--- config.mk ---
export PLATFORM = sky130hd
export DESIGN_NAME = ila_capture_ctrl
export DESIGN_NICKNAME = d
export VERILOG_FILES = /design/src/rtl/ila_capture_ctrl.sv
export SDC_FILE = /design/constraint.sdc
export NUM_CORES = 1
export LEC_CHECK = 0
export BUFFER_PORTS_ARGS = -buffer_cell sky130_fd_sc_hd__buf_4
export CORE_UTILIZATION = 45
export DETAILED_ROUTE_END_ITERATION = 10
export SYNTH_ARGS = -nofsm -noshare
export SYNTH_HDL_FRONTEND = slang
export SYNTH_SLANG_ARGS = --single-unit
--- constraint.sdc ---
create_clock -name clk -period 11.2 [get_ports clk]
set_input_delay 2.24 -clock clk [delete_from_list [all_inputs] [get_ports clk]]
set_output_delay 2.24 -clock clk [all_outputs]
set_load 0.02 [all_outputs]
--- src/rtl/ila_capture_ctrl.sv ---
// ila_capture_ctrl
// Capture controller for a small on-chip logic analyser. After an arm pulse it
// fills a circular buffer with pre-trigger history, waits for a masked trigger
// match, records post-trigger samples, then freezes the buffer for readout.
// Readout index 0 is always the oldest sample of the frozen window.
// Optional feature: define ILA_CAPTURE_EDGE_EN to add the trig_edge input,
// which restricts the trigger to a false-to-true transition of the match.
module ila_capture_ctrl #(
   parameter int PROBE_W = 32,
   parameter int ADDR_W  = 4
) (
   input  logic               clk,
   input  logic               rst,
   input  logic [PROBE_W-1:0] probe,
   input  logic               arm,
   input  logic               abort,
   input  logic [PROBE_W-1:0] trig_mask,
   input  logic [PROBE_W-1:0] trig_value,
   input  logic [ADDR_W-1:0]  post_cnt,
`ifdef ILA_CAPTURE_EDGE_EN
   input  logic               trig_edge,
`endif
   input  logic               rd_en,
   input  logic [ADDR_W-1:0]  rd_addr,
   output logic [PROBE_W-1:0] rd_data,
   output logic               rd_valid,
   output logic               busy,
   output logic               done,
   output logic [ADDR_W-1:0]  trig_pos
);

   localparam int DEPTH = 2 ** ADDR_W;

   typedef enum logic [2:0] {
      S_IDLE,
      S_PRE,
      S_WAIT_TRIG,
      S_POST,
      S_DONE
   } state_t;

   state_t             state_q, state_d;
   logic [PROBE_W-1:0] mask_q, mask_d;
   logic [PROBE_W-1:0] value_q, value_d;
   logic [ADDR_W-1:0]  post_q, post_d;
   logic [ADDR_W-1:0]  wr_ptr_q, wr_ptr_d;
   logic [ADDR_W-1:0]  cnt_q, cnt_d;
   logic [ADDR_W-1:0]  trig_addr_q, trig_addr_d;
   logic [ADDR_W-1:0]  trig_pos_q, trig_pos_d;
   logic               rd_valid_q, rd_valid_d;
   logic [PROBE_W-1:0] rd_data_q;

   logic [PROBE_W-1:0] mem [DEPTH];
   logic               mem_we;
   logic               mem_re;
   logic [ADDR_W-1:0]  mem_raddr;

   logic               match;
   logic               trig_fire;
   logic [ADDR_W-1:0]  pre_last;

`ifdef ILA_CAPTURE_EDGE_EN
   logic               edge_q, edge_d;
   logic               prev_match_q, prev_match_d;
`endif

   // Masked trigger compare and, when enabled, rising-edge qualification.
   always_comb begin
      match    = ((probe ^ value_q) & mask_q) == '0;
      pre_last = ~post_q - ADDR_W'(1);
`ifdef ILA_CAPTURE_EDGE_EN
      trig_fire = match && (!edge_q || !prev_match_q);
`else
      trig_fire = match;
`endif
   end

   // Next-state logic: arming, buffer writes, phase counters and abort override.
   always_comb begin
      state_d     = state_q;
      mask_d      = mask_q;
      value_d     = value_q;
      post_d      = post_q;
      wr_ptr_d    = wr_ptr_q;
      cnt_d       = cnt_q;
      trig_addr_d = trig_addr_q;
      trig_pos_d  = trig_pos_q;
      mem_we      = 1'b0;
`ifdef ILA_CAPTURE_EDGE_EN
      edge_d       = edge_q;
      prev_match_d = prev_match_q;
`endif

      case (state_q)
         S_IDLE, S_DONE: begin
            if (arm) begin
               mask_d     = trig_mask;
               value_d    = trig_value;
               post_d     = post_cnt;
               wr_ptr_d   = '0;
               cnt_d      = '0;
               trig_pos_d = ~post_cnt;
`ifdef ILA_CAPTURE_EDGE_EN
               edge_d       = trig_edge;
               prev_match_d = 1'b0;
`endif
               // A full-depth post window leaves no room for history at all.
               state_d = (&post_cnt) ? S_WAIT_TRIG : S_PRE;
            end
         end

         S_PRE: begin
            mem_we   = 1'b1;
            wr_ptr_d = wr_ptr_q + ADDR_W'(1);
            cnt_d    = cnt_q + ADDR_W'(1);
`ifdef ILA_CAPTURE_EDGE_EN
            prev_match_d = match;
`endif
            if (cnt_q == pre_last) begin
               cnt_d   = '0;
               state_d = S_WAIT_TRIG;
            end
         end

         S_WAIT_TRIG: begin
            mem_we   = 1'b1;
            wr_ptr_d = wr_ptr_q + ADDR_W'(1);
`ifdef ILA_CAPTURE_EDGE_EN
            prev_match_d = match;
`endif
            if (trig_fire) begin
               trig_addr_d = wr_ptr_q;
               cnt_d       = '0;
               state_d     = (post_q == '0) ? S_DONE : S_POST;
            end
         end

         S_POST: begin
            mem_we   = 1'b1;
            wr_ptr_d = wr_ptr_q + ADDR_W'(1);
            cnt_d    = cnt_q + ADDR_W'(1);
            if (cnt_q == post_q - ADDR_W'(1)) begin
               state_d = S_DONE;
            end
         end

         default: begin
            state_d = S_IDLE;
         end
      endcase

      // Abort wins over any same-cycle arm, trigger or write.
      if (abort) begin
         state_d = S_IDLE;
         mem_we  = 1'b0;
      end
   end

   // Readout request decode: oldest sample sits trig_pos entries before the trigger.
   always_comb begin
      mem_re     = rd_en && (state_q == S_DONE);
      mem_raddr  = trig_addr_q - trig_pos_q + rd_addr;
      rd_valid_d = mem_re;
   end

   // Control and configuration registers with synchronous reset.
   always_ff @(posedge clk) begin
      if (rst) begin
         state_q     <= S_IDLE;
         mask_q      <= '0;
         value_q     <= '0;
         post_q      <= '0;
         wr_ptr_q    <= '0;
         cnt_q       <= '0;
         trig_addr_q <= '0;
         trig_pos_q  <= '0;
         rd_valid_q  <= 1'b0;
`ifdef ILA_CAPTURE_EDGE_EN
         edge_q       <= 1'b0;
         prev_match_q <= 1'b0;
`endif
      end else begin
         state_q     <= state_d;
         mask_q      <= mask_d;
         value_q     <= value_d;
         post_q      <= post_d;
         wr_ptr_q    <= wr_ptr_d;
         cnt_q       <= cnt_d;
         trig_addr_q <= trig_addr_d;
         trig_pos_q  <= trig_pos_d;
         rd_valid_q  <= rd_valid_d;
`ifdef ILA_CAPTURE_EDGE_EN
         edge_q       <= edge_d;
         prev_match_q <= prev_match_d;
`endif
      end
   end

   // Buffer write port; contents are left unreset so the array maps onto RAM.
   always_ff @(posedge clk) begin
      if (mem_we) begin
         mem[wr_ptr_q] <= probe;
      end
   end

   // Buffer read port, registered directly off the array so it stays a synchronous RAM read.
   always_ff @(posedge clk) begin
      if (rst) begin
         rd_data_q <= '0;
      end else if (mem_re) begin
         rd_data_q <= mem[mem_raddr];
      end
   end

   assign rd_data  = rd_data_q;
   assign rd_valid = rd_valid_q;
   assign busy     = (state_q == S_PRE) || (state_q == S_WAIT_TRIG) || (state_q == S_POST);
   assign done     = (state_q == S_DONE);
   assign trig_pos = trig_pos_q;

endmodule

Yosys cells after proc, flatten, opt, wreduce, memory -nomap -nowiden
Memories as Yosys holds them, arrays and structs flattened. A register that Yosys moved wholly into a read port is not among the register bits.
Index checks and enable logic that the tools add are counted.
- flip-flop bits (word level): 88
- memories: 1
- bits in writable memories: 512
- reductions and logical operators: 17
- equal/unequal tests: 10
- muxes and demuxes: 16
- bitwise operators: 4
- add/sub/neg operators: 6
- memory list (memory ; depth ; width ; read ports ; clocked after Yosys merged registers in ; write ports ; RTL line ; text):
    mem ; 16 ; 32 ; 1 ; 1 ; 1 ; 53 ; logic [PROBE_W-1:0] mem [DEPTH];
- operators with widths (operator ; count):
    AND 32 bit ; 1
    zero test 32 bit ; 1
    bitwise XOR 32 bit ; 1
    case mux 4 bit (4 select lines) ; 1
    two-way mux 3 bit ; 5
    two-way mux 4 bit ; 3
    case mux 3 bit (4 select lines) ; 1
    adder 4 x 1 -> 4 bit, second input constant ; 2
    == test 4 bit ; 2
    inequality test 2 bit, second input constant ; 4
    NOT 4 bit ; 2
    case mux 4 bit (2 select lines) ; 1
    AND reduction 4 bit ; 2
    subtractor 4 x 1 -> 4 bit, second input constant ; 2
    == test 3 x 2 -> 1 bit, second input constant ; 2
    AND reduction 2 bit ; 3
    adder 4 bit ; 1
    zero test 4 bit ; 1
    two-way mux 1 bit ; 4
    nonzero test 4 bit ; 1
    OR reduction 2 bit ; 2
    subtractor 4 bit ; 1
    == test 3 x 1 -> 1 bit, second input constant ; 1
    == test 3 bit, second input constant ; 1
    7 further kinds ; 8

Depth between registers and ports, before layout
- depth after elaboration: 6
- gate-level depth with buffers: 12

Worst setup path after synthesis
Ideal clock, no wire load.
- path kind: input to register
- start point: input abort
- end point: memory mem[3][0], enable pin
- required time: 10739 ps
- path buffers: 0
- path slack: 5824 ps
- arrival: 4915 ps
- stages: 3
- library setup time: 461 ps
- cell sequence: nor3_1 > nand2_1 > nor3_1
- word-level cells in the longest chain between the ends: 3
- RTL lines (item ; RTL line ; text):
    start, declared ; 16 ; input logic abort,
    two-way mux 1 bit ; 153 ; if (abort) begin
    two-way mux 1 bit ; 201 ; if (mem_we) begin
    two-way mux 1 bit (not written as such) ; 202 ; mem[wr_ptr_q] <= probe;
    end, declared ; 53 ;
Every way passes these cells.

Worst setup path in the final report
- start point: input rd_addr[1]
- end point: register rd_data_q[17] (netlist: rd_data[17]), read port of mem
- word-level cells in the longest chain between the ends: 1
- RTL lines (item ; RTL line ; text):
    start, declared ; 24 ; input logic [ADDR_W-1:0] rd_addr,
    adder 4 bit ; 162 ; mem_raddr = trig_addr_q - trig_pos_q + rd_addr;
    end, declared ; 51 ; logic [PROBE_W-1:0] rd_data_q;
Every way passes these cells.
A chain may end at the register's enable or synchronous reset.

==> run_results.csv <==
group,metric,value,unit
layout,seqCellArea,17800,sq um
timing,final.setup_skew,0.0145,ns
yosys,yosysUniqueCellTypes,37,
critical_path,critical_path_arrival,6.38,ns
place,post-dp-hpwl,32700,microns
routing,drc,0,
routing,detail_route.wl_per_cell,25.2,microns
floorplanning,floorplan.die.width,235,microns
clocking,worst_skew_pair.late_latency,0.63,ns
yosys,synth_warnings,0,
layout,share_of_layout_cells_above_drive_strength_1,24.2,%
clocking,clock-root-buffer,"clkbuf_16",
timing,layout_worst_path_cycle_share,53.0,%
critical_path,timing.reg2reg.worst_path_depth,10,
routing,drt-total-wl,61600,microns
global_routing,grt_first_pass_wirelength,91000,microns
timing,hold_viol_final,0,
critical_path,path_buf_inv,5,
yosys,post_synth.cell_area_avg,15.9,sq um
yosys,synth_flop_cell,"edfxtp_1",
global_routing,grt_antenna_before_repair,1,
critical_path,cp_num_cells,12,
critical_path,critical_path_required,11.65,ns
routing,dr_total_vias,13900,
yosys,yosys.cell_count.top_type,"edfxtp_1",
min_path,min_path_cells,2,
clocking,clkTransAtPathRegs,0.06,ns
clocking,numClockSinks,632,
layout,insertedDiodeCount,0,
clocking,cts_hold_buf,0,
power_and_ir_drop,static-leakage-power,9.61,nW
floorplanning,boundary_pin_count,148,
timing,fin_setup_tns,0,ns
timing,final_max_slew_viol_count,0,
place,buffer_ports.inserted,147,
job,drv.max_cap_violation_count,0,
timing,pin_slew_with_the_least_headroom_to_its_limit,1.15,ns
floorplanning,start_util,45.6,%
layout,multi_input_comb_area,6540,sq um
critical_path,critical_path.top_delay_family,"adder cells",
critical_path,crit_type,"in -> reg",
layout,layout.cells.non_filler,2443,
routing,drtIter0Drc,1485,
floorplanning,fp-row-count,85,
critical_path,timing.critical_path.to_type,"flop",
floorplanning,die-area,55400,sq um
yosys,syn_area,24500,sq um
routing,ant_nets,0,
global_routing,groute.usage.overall,22.5,%
place,dp_cells,2330,
yosys,synthTopCellsByCount,"512 x edfxtp_1, 308 x nand2_1, 128 x mux4_2",
yosys,async_flop_share,0,%
yosys,synth-seq-area-share,72.5,%
timing,rsz0062_at_grt,"no",
power_and_ir_drop,pwr_density_cell,188,nW/um^2
place,gp_congestion,0.800,
global_routing,grt_pass1_vias,13900,
clocking,cts_tree,"built",
critical_path,path_max_fanout,52,
critical_path,most_frequent_cell_on_the_critical_path,"buf_4",
yosys,synth.area.top_cells,"edfxtp_1 63%, mux4_2 12%, dfxtp_1 9.8%",
critical_path,start_kind,"input port",
floorplanning,die_h,235,microns
global_routing,grt_overflow_total,0,
critical_path,slowest_stage,"fa_4",
min_path,min_path_type,"reg -> reg",
routing,via_per_inst,5.68,
critical_path,crit_path_max_incr_delay,1.12,ns
yosys,synth_edf_count,512,
layout,nNetsFinal,1821,
global_routing,grt_max_degree,90,
clocking,post_cts.resized_instances,0,
yosys,number_of_standard_cells_after_synthesis,1544,
clocking,cts.path.max_buffers,3,
power_and_ir_drop,worst_ir_drop_vdd,116,uV
yosys,synth_top_cell_by_area,"edfxtp_1",
layout,area_added_between_synthesis_and_finish,16.2,%
yosys,post-synth-top-area-fraction,62.7,%
critical_path,reg2reg_slack,6.68,ns
floorplanning,core_area,53800,sq um
clocking,cts_inserted_buffers,61,
layout,filler_cell_count,4383,
timing,timing.fmax,0.169,GHz
clocking,post_cts_buffers,0,
timing,setup_viol_count_final,0,
critical_path,cp_cell_sequence,"buf_4 -> inv_1 -> fa_1 -> inv_1 -> fa_4 -> buf_4 -> buf_4 -> mux4_2 -> nand2_1 -> nand3_1 -> nand3_1 -> a21oi_1",
routing,drt_first_pass_iters,5,
yosys,synth.net_count,1668,
timing,slew_headroom,23.4,%
clocking,depth_of_the_cts_h_tree,2,
timing,final_period_minus_worst_setup_slack,5.93,ns
yosys,synth_seq_cells,632,
status,result_of_the_run,"complete, no violations",
-- cells in the final DEF, fill, tap and decap left out, types with 16 or more instances in the layout --
master,instances
edfxtp_1,512
nand2_1,306
buf_4,176
mux4_2,128
dfxtp_1,120
a21oi_1,109
nand3_1,103
clkbuf_16,61
xor2_1,37
a22oi_1,17
nor2_1,16
inv_1,16
-- path summary, 6_finish.rpt --
path,startpoint,to
setup / recovery,rd_addr[1],rd_data[17]$_SDFFE_PP0P_
hold / removal,mask_q[1]$_SDFFE_PP0P_,mask_q[1]$_SDFFE_PP0P_
setup reg to reg,trig_pos[1]$_SDFFE_PP0P_,rd_data[17]$_SDFFE_PP0P_
hold reg to reg,mask_q[1]$_SDFFE_PP0P_,mask_q[1]$_SDFFE_PP0P_
-- final cells by class --
type | count | area share (%)
tap | 696 | 3.06
multi-input combinational | 810 | 22.9
clock buffer | 77 | 5.71
inverter | 16 | 0.211
clock inverter | 36 | 1.09
sequential | 632 | 62.4
timing repair buffer | 176 | 4.64
-- cells by family (layout without fill, tap and decap cells) --
group / count (synthesis) / after routing / share of synthesized area, %
flops: 632 / 632 / 72.5
simple gates: 469 / 469 / 7.97
compound gates: 147 / 147 / 3.46
mux: 130 / 130 / 11.8
buf+inv: 102 / 305 / 1.65
xor+xnor: 49 / 49 / 1.75
fa+ha+maj: 15 / 15 / 0.857
-- registers in the layout, summed over array words and instances, names as in the netlist --
signal       flops
cnt_q            4
state_q          3
post_q           4
value_q         32
rd_valid         1
trig_pos         4
mask_q          32
trig_addr_q      4
mem            512
rd_data         32
wr_ptr_q         4
-- per-stage QoR --
stage                     utilization, %  worst slack, ns  hold WS (ns)  area (sq um)  power [mW]
final                               53.0             5.27         0.455         28500        5.36
after global routing                53.0             5.09         0.472         28500        5.56
after CTS                           53.0             5.24         0.458         28500        5.41
after detailed placement            49.4             4.57         0.448         26600        3.42
after global placement              49.4             4.58         0.443         26600        3.41
after floorplan                        -             5.82         0.436         24500        3.14
-- where the power goes --
part	internal, mW	switching [mW]	total [mW]
clock network	1.14	0.867	2.00
logic	0.303	0.475	0.778
registers	2.56	0.0161	2.58
total	4.00	1.36	5.36
-- worst min-delay path, stage by stage, from the launching register on --
cell and delay [ns]:
dfxtp_1 0.31, nand2_1 0.05, a21oi_1 0.05
-- routing by layer --
layer / wire length (microns) / vias to the layer above / track usage [%]
met1: 26100 / 7269 / 30.3
met5: 13 / - / 0
li1: - / 6155 / -
met2: 31500 / 380 / 38.8
met3: 3160 / 78 / 3.65
met4: 886 / 2 / 4.54
Power figures use the tool's default switching activity.
